**src/rtl/pipe_pkg.sv**
```systemverilog
// ============================================================================
// pipe_pkg : shared control struct and constants for the MIPS pipeline
// Revision : 1.0 - initial release
// ============================================================================
`default_nettype none

package pipe_pkg;

  typedef struct packed {
    logic       reg_write;
    logic       mem_read;
    logic       mem_write;
    logic       mem_to_reg;
    logic       alu_src;
    logic       reg_dst;
    logic [2:0] alu_op;
  } ctrl_t;

  localparam ctrl_t      CTRL_BUBBLE = '0;
  localparam logic [4:0] REG_ZERO    = 5'd0;

  localparam logic [2:0] FWD_REG   = 3'b001;
  localparam logic [2:0] FWD_EXMEM = 3'b010;
  localparam logic [2:0] FWD_MEMWB = 3'b100;

endpackage

`default_nettype wire

```
**src/rtl/load_use_detect.sv**
```systemverilog
// ============================================================================
// load_use_detect : combinational load-use hazard compare (EX load vs ID read)
// Revision        : 1.0 - initial release
// ============================================================================
`default_nettype none

module load_use_detect
  import pipe_pkg::*;
(
  input  logic       ex_valid,
  input  logic       ex_mem_read,
  input  logic [4:0] ex_rt,
  input  logic       id_valid,
  input  logic [4:0] id_rs,
  input  logic [4:0] id_rt,
  output logic       hazard
);

  // $0 is hardwired, so a load into it can never feed a consumer
  assign hazard = ex_valid & ex_mem_read & (ex_rt != REG_ZERO) & id_valid &
                  ((ex_rt == id_rs) | (ex_rt == id_rt));

endmodule

`default_nettype wire

```
**src/rtl/id_ex_pipe.sv**
```systemverilog
// ============================================================================
// id_ex_pipe : ID/EX register with load-use stall, flush bubbles, mem freeze
// Revision   : 1.0 - initial release
// ============================================================================
`default_nettype none

module id_ex_pipe
  import pipe_pkg::*;
#(
  parameter int DATA_W = 32,
  parameter int CNT_W  = 16
) (
  input  logic              clk,
  input  logic              rst_n,
  input  logic              id_valid,
  input  logic [4:0]        id_rs,
  input  logic [4:0]        id_rt,
  input  logic [4:0]        id_rd,
  input  logic [DATA_W-1:0] id_rdata1,
  input  logic [DATA_W-1:0] id_rdata2,
  input  logic [DATA_W-1:0] id_imm,
  input  ctrl_t             id_ctrl,
  input  logic              flush,
  input  logic              mem_busy,
  output logic              ex_valid,
  output logic [4:0]        ex_rs,
  output logic [4:0]        ex_rt,
  output logic [4:0]        ex_rd,
  output logic [DATA_W-1:0] ex_rdata1,
  output logic [DATA_W-1:0] ex_rdata2,
  output logic [DATA_W-1:0] ex_imm,
  output ctrl_t             ex_ctrl,
  output logic              pc_write,
  output logic              if_id_write,
  output logic [CNT_W-1:0]  stall_cnt,
  output logic [CNT_W-1:0]  flush_cnt
);

  logic              r_valid;
  logic [4:0]        r_rs, r_rt, r_rd;
  logic [DATA_W-1:0] r_rdata1, r_rdata2, r_imm;
  ctrl_t             r_ctrl;
  logic [CNT_W-1:0]  r_stall_cnt, r_flush_cnt;

  logic w_hazard;
  logic w_bubble;
  logic w_front_go;

  load_use_detect u_load_use_detect (
    .ex_valid    (r_valid),
    .ex_mem_read (r_ctrl.mem_read),
    .ex_rt       (r_rt),
    .id_valid    (id_valid),
    .id_rs       (id_rs),
    .id_rt       (id_rt),
    .hazard      (w_hazard)
  );

  assign w_bubble = flush | w_hazard;

  // A flush overrides a hazard stall; mem_busy is ignored while in reset
  assign w_front_go  = ~rst_n | (~mem_busy & (flush | ~w_hazard));
  assign pc_write    = w_front_go;
  assign if_id_write = w_front_go;

  always_ff @(posedge clk or negedge rst_n) begin
    if (!rst_n) begin
      r_valid  <= 1'b0;
      r_rs     <= '0;
      r_rt     <= '0;
      r_rd     <= '0;
      r_rdata1 <= '0;
      r_rdata2 <= '0;
      r_imm    <= '0;
      r_ctrl   <= CTRL_BUBBLE;
    end else if (!mem_busy) begin
      if (w_bubble) begin
        r_valid  <= 1'b0;
        r_rs     <= '0;
        r_rt     <= '0;
        r_rd     <= '0;
        r_rdata1 <= '0;
        r_rdata2 <= '0;
        r_imm    <= '0;
        r_ctrl   <= CTRL_BUBBLE;
      end else begin
        r_valid  <= id_valid;
        r_rs     <= id_rs;
        r_rt     <= id_rt;
        r_rd     <= id_rd;
        r_rdata1 <= id_rdata1;
        r_rdata2 <= id_rdata2;
        r_imm    <= id_imm;
        r_ctrl   <= id_valid ? id_ctrl : CTRL_BUBBLE;
      end
    end
  end

  always_ff @(posedge clk or negedge rst_n) begin
    if (!rst_n) begin
      r_stall_cnt <= '0;
      r_flush_cnt <= '0;
    end else if (!mem_busy) begin
      if (flush) begin
        if (r_flush_cnt != '1) r_flush_cnt <= r_flush_cnt + 1'b1;
      end else if (w_hazard) begin
        if (r_stall_cnt != '1) r_stall_cnt <= r_stall_cnt + 1'b1;
      end
    end
  end

  assign ex_valid  = r_valid;
  assign ex_rs     = r_rs;
  assign ex_rt     = r_rt;
  assign ex_rd     = r_rd;
  assign ex_rdata1 = r_rdata1;
  assign ex_rdata2 = r_rdata2;
  assign ex_imm    = r_imm;
  assign ex_ctrl   = r_ctrl;
  assign stall_cnt = r_stall_cnt;
  assign flush_cnt = r_flush_cnt;

endmodule

`default_nettype wire

```
**config.mk**
```make
export PLATFORM = sky130hd
export DESIGN_NAME = id_ex_pipe
export DESIGN_NICKNAME = d
export VERILOG_FILES = /design/src/rtl/pipe_pkg.sv /design/src/rtl/load_use_detect.sv /design/src/rtl/id_ex_pipe.sv
export SDC_FILE = /design/constraint.sdc
export NUM_CORES = 1
export LEC_CHECK = 0
export CORE_MARGIN = 1
export CORE_UTILIZATION = 48
export DETAILED_ROUTE_END_ITERATION = 8
export GPL_TIMING_DRIVEN = 0
export PLACE_DENSITY = 0.86
export RECOVER_POWER = 50
export SYNTH_ARGS = -nofsm -noshare
export SYNTH_HDL_FRONTEND = slang
export SYNTH_SLANG_ARGS = --single-unit
```
**constraint.sdc**
```tcl
create_clock -name clk -period 4.7 [get_ports clk]
set_input_delay 1.41 -clock clk [delete_from_list [all_inputs] [get_ports clk]]
set_output_delay 1.41 -clock clk [all_outputs]
set_load 0.005 [all_outputs]
```
==> results.toml <==
[outcome]
status = "complete, but fails checks"
violations = "capacitance limit, slew limit"

[global_routing]
grt_pass1_vias = 6324
antenna_found_initial = 0
grt_pass1_wl_um = 33000
grt-ovfl-total = 0
grt_use_total_pct = 27.6
grt_max_degree = 84

[min_path]
min_path_type = "reg -> reg"
hold_depth = 2
min_from = "ex_rdata1[2]"

[sta]
finalCriticalPeriod_ns = 4.34
final.setup_skew_ns = 0.00655
rsz0062_at_grt = "false"
setup_violations = 0
timing.final.crit_share_pct = 92.4
setup-tns-final_ns = 0
worst_slew_pin_slew_ns = 2.04
max-slew-margin-rel_pct = -35.8
fin_ws_ns = 0.357
finalHoldViolCount = 0
slew_viol_final = 84
fmax_mhz = 230

[clock_tree]
cts_buffer_depth = 2
cts_tree = "yes"
cts_sinks = 153
worstSkewPairLatency_ns = 0.42
cts_max_level = 4
cts_made_buffers = 17
cts.reportedPaths.clkPinSlew_ns = 0.06
root_buffer = "clkbuf_16"

[synthesis]
synth_fp_nets = 818
synthFlopType = "dfrtp_1"
async_reset_ff_share_pct = 100
synth_top_area_share_pct = 53.2
yosysWarnings = 0
yosys.area.top_type = "dfrtp_1"
synth_edf_count = 0
ys_ff_latch = 153
ys_seq_area_share_pct = 53.2
avgSynthCellArea_um2 = 10.4
synth_cells = 691
synth_cell_types = 36
netlist_area_um2 = 7190
synth_area_leaders = "dfrtp_1 53%, o31ai_1 9.0%, o31ai_4 8.9%"

[critical_path]
critPathCapture = "if_id_write"
cpMaxStageDelayCell = "clkdlybuf4s50_1"
cp_data_arrival_time_ns = 2.93
crit_start = "id_rs[4]"
critPathTopFamily = "buffers and inverters"
critPathKind = "in -> out"
crit_buf_inv = 3
required_ns = 3.29
r2r_end = "ex_rdata2[24]"
rrSetupSlack_ns = 2.23
cp-end-kind = "primary output"
ff2ff_path_depth = 8
r2r_start = "ex_rt[1]"
path_depth = 8
crit_path_max_incr_delay_ns = 0.51
critPathLaunchType = "input pin"
worstPathCellList = "clkdlybuf4s50_1 > xnor2_1 > nand3_2 > o22ai_4 > buf_6 > a21o_1 > nand2_1 > dlymetal6s2s_1"
cp_max_fo = 2

[routing]
vias_per_cell = 5.24
drt_iter0_markers = 383
drc = 0
ant_nets = 0
wl_per_cell_um = 17.4
drt_first_pass_iters = 5
wl_um = 20600
via_count = 6221

[layout]
syn_to_final_growth_pct = 52.0
most-common-layout-cells = "212 x clkdlybuf4s50_1, 153 x dfrtp_1, 126 x nand2_1, 122 x inv_1, 86 x o31ai_1"
antenna_cells = 0
mostFrequentLayoutCell = "clkdlybuf4s50_1"
fin_nets = 1119
finish.instance_area_um2 = 10900
instances_no_fill = 1188
drive_gt1_share_pct = 8.96

[power]
power_density_nw_per_um2 = 337
leakagePower_nw = 5.03
finalPower_w = 0.00368
vdd_drop_max_mv = 0.236

[place]
place_inst = 1154
dpl_cell_area_um2 = 10200
gp_congestion = 0.848
port_buffers = 278
place_ws_ns = -0.766
dpl.hpwl_um = 14800

[run]
max-cap-violations = 1

[floorplan]
pin_count = 280
fp.dieW_um = 124
rows = 44
die_h_um = 124
initial_core_util_pct = 49.3
coreArea_um2 = 14600
fp.dieArea_um2 = 15500
==> routing by layer <==
metal,vias up,GRT usage (%),share of wire (%)
met1,2983,32.4,40
met5,-,0,0
met4,0,13.7,4.1
met2,266,46.6,50
li1,2916,-,-
met3,56,7.09,6.3
==> sequential cells by signal, summed over array words and instances, names as in the netlist <==
register	cells
ex_ctrl	9
ex_imm	32
ex_rd	5
ex_rdata1	32
ex_rdata2	32
ex_rs	5
ex_rt	5
ex_valid	1
flush_cnt	16
stall_cnt	16
==> worst min-delay path by stage <==
stage | slack [ns] | to
floorplan | 0.46 | ex_ctrl[7]
detailed placement | 0.47 | ex_imm[20]
CTS | 0.48 | ex_imm[20]
finish | 0.47 | ex_rdata1[2]
global placement | 0.46 | ex_imm[23]
global route | 0.49 | ex_rdata2[30]
==> power by group <==
group | leakage (nW) | switching [W] | internal, W
clock | 0.317 | 0.000522 | 0.000996
combinational | 2.70 | 0.000279 | 0.000370
sequential | 2.01 | 0.0000888 | 0.00143
total | 5.03 | 0.000890 | 0.00279
==> repair_timing <==
| item | 4_1_cts | 5_1_grt |
|---|---|---|
| buffers inserted | 4 | 0 |
| hold endpoints to repair | 0 | 0 |
| endpoints found under the setup margin | 2 | 2 |
| pin swaps | 3 | 1 |
| resized for setup | 5 | 5 |
| cloned | 0 | 0 |
| hold buffers | 0 | 0 |
==> stage by stage <==
| stage | utilization [%] | hold slack, ns |
|---|---|---|
| final | 74.9 | 0.475 |
| after global routing | 74.9 | 0.490 |
| after CTS | 74.9 | 0.482 |
| after detailed placement | 70.2 | 0.468 |
| after global placement | 70.0 | 0.464 |
| after floorplan | - | 0.464 |
==> Yosys cell counts, types with 2 or more instances <==
master / count
o31ai_4: 30
a21o_1: 2
nand3_1: 21
and3_1: 8
clkbuf_1: 29
dfrtp_1: 153
xor2_1: 9
xnor2_1: 29
buf_6: 4
ha_1: 2
a32o_1: 4
nor4_1: 5
and4_1: 4
nor2_1: 13
buf_2: 9
nand2_1: 126
nand4_1: 8
nand2b_1: 4
inv_1: 122
nor3_1: 5
buf_4: 2
mux2_2: 3
o31ai_1: 86
==> worst min-delay path: stages, from the launching register on <==
cell and delay [ns]:
dfrtp_1 0.33, nand2_1 0.05, o31ai_1 0.05
==> area by class of cell <==
cell class              count  area (um2)
clock buffers              24         492
plain buffers              43         213
inverters                 122         458
repair buffers            283        2820
well taps                 184         230
multi-input cells         372        2720
fillers                   986        3660
clock inverters             7         163
flip-flops and latches    153        3830
==> kinds of logic after synthesis <==
logic type	after synthesis	share of synthesized area [%]
simple gates	198	12.2
fa+ha+maj	2	0.348
flops	153	53.2
compound gates	131	19.7
xor+xnor	38	4.63
buf+inv	166	9.34
mux	3	0.470
No activity file was read; power rests on OpenSTA's default activity.
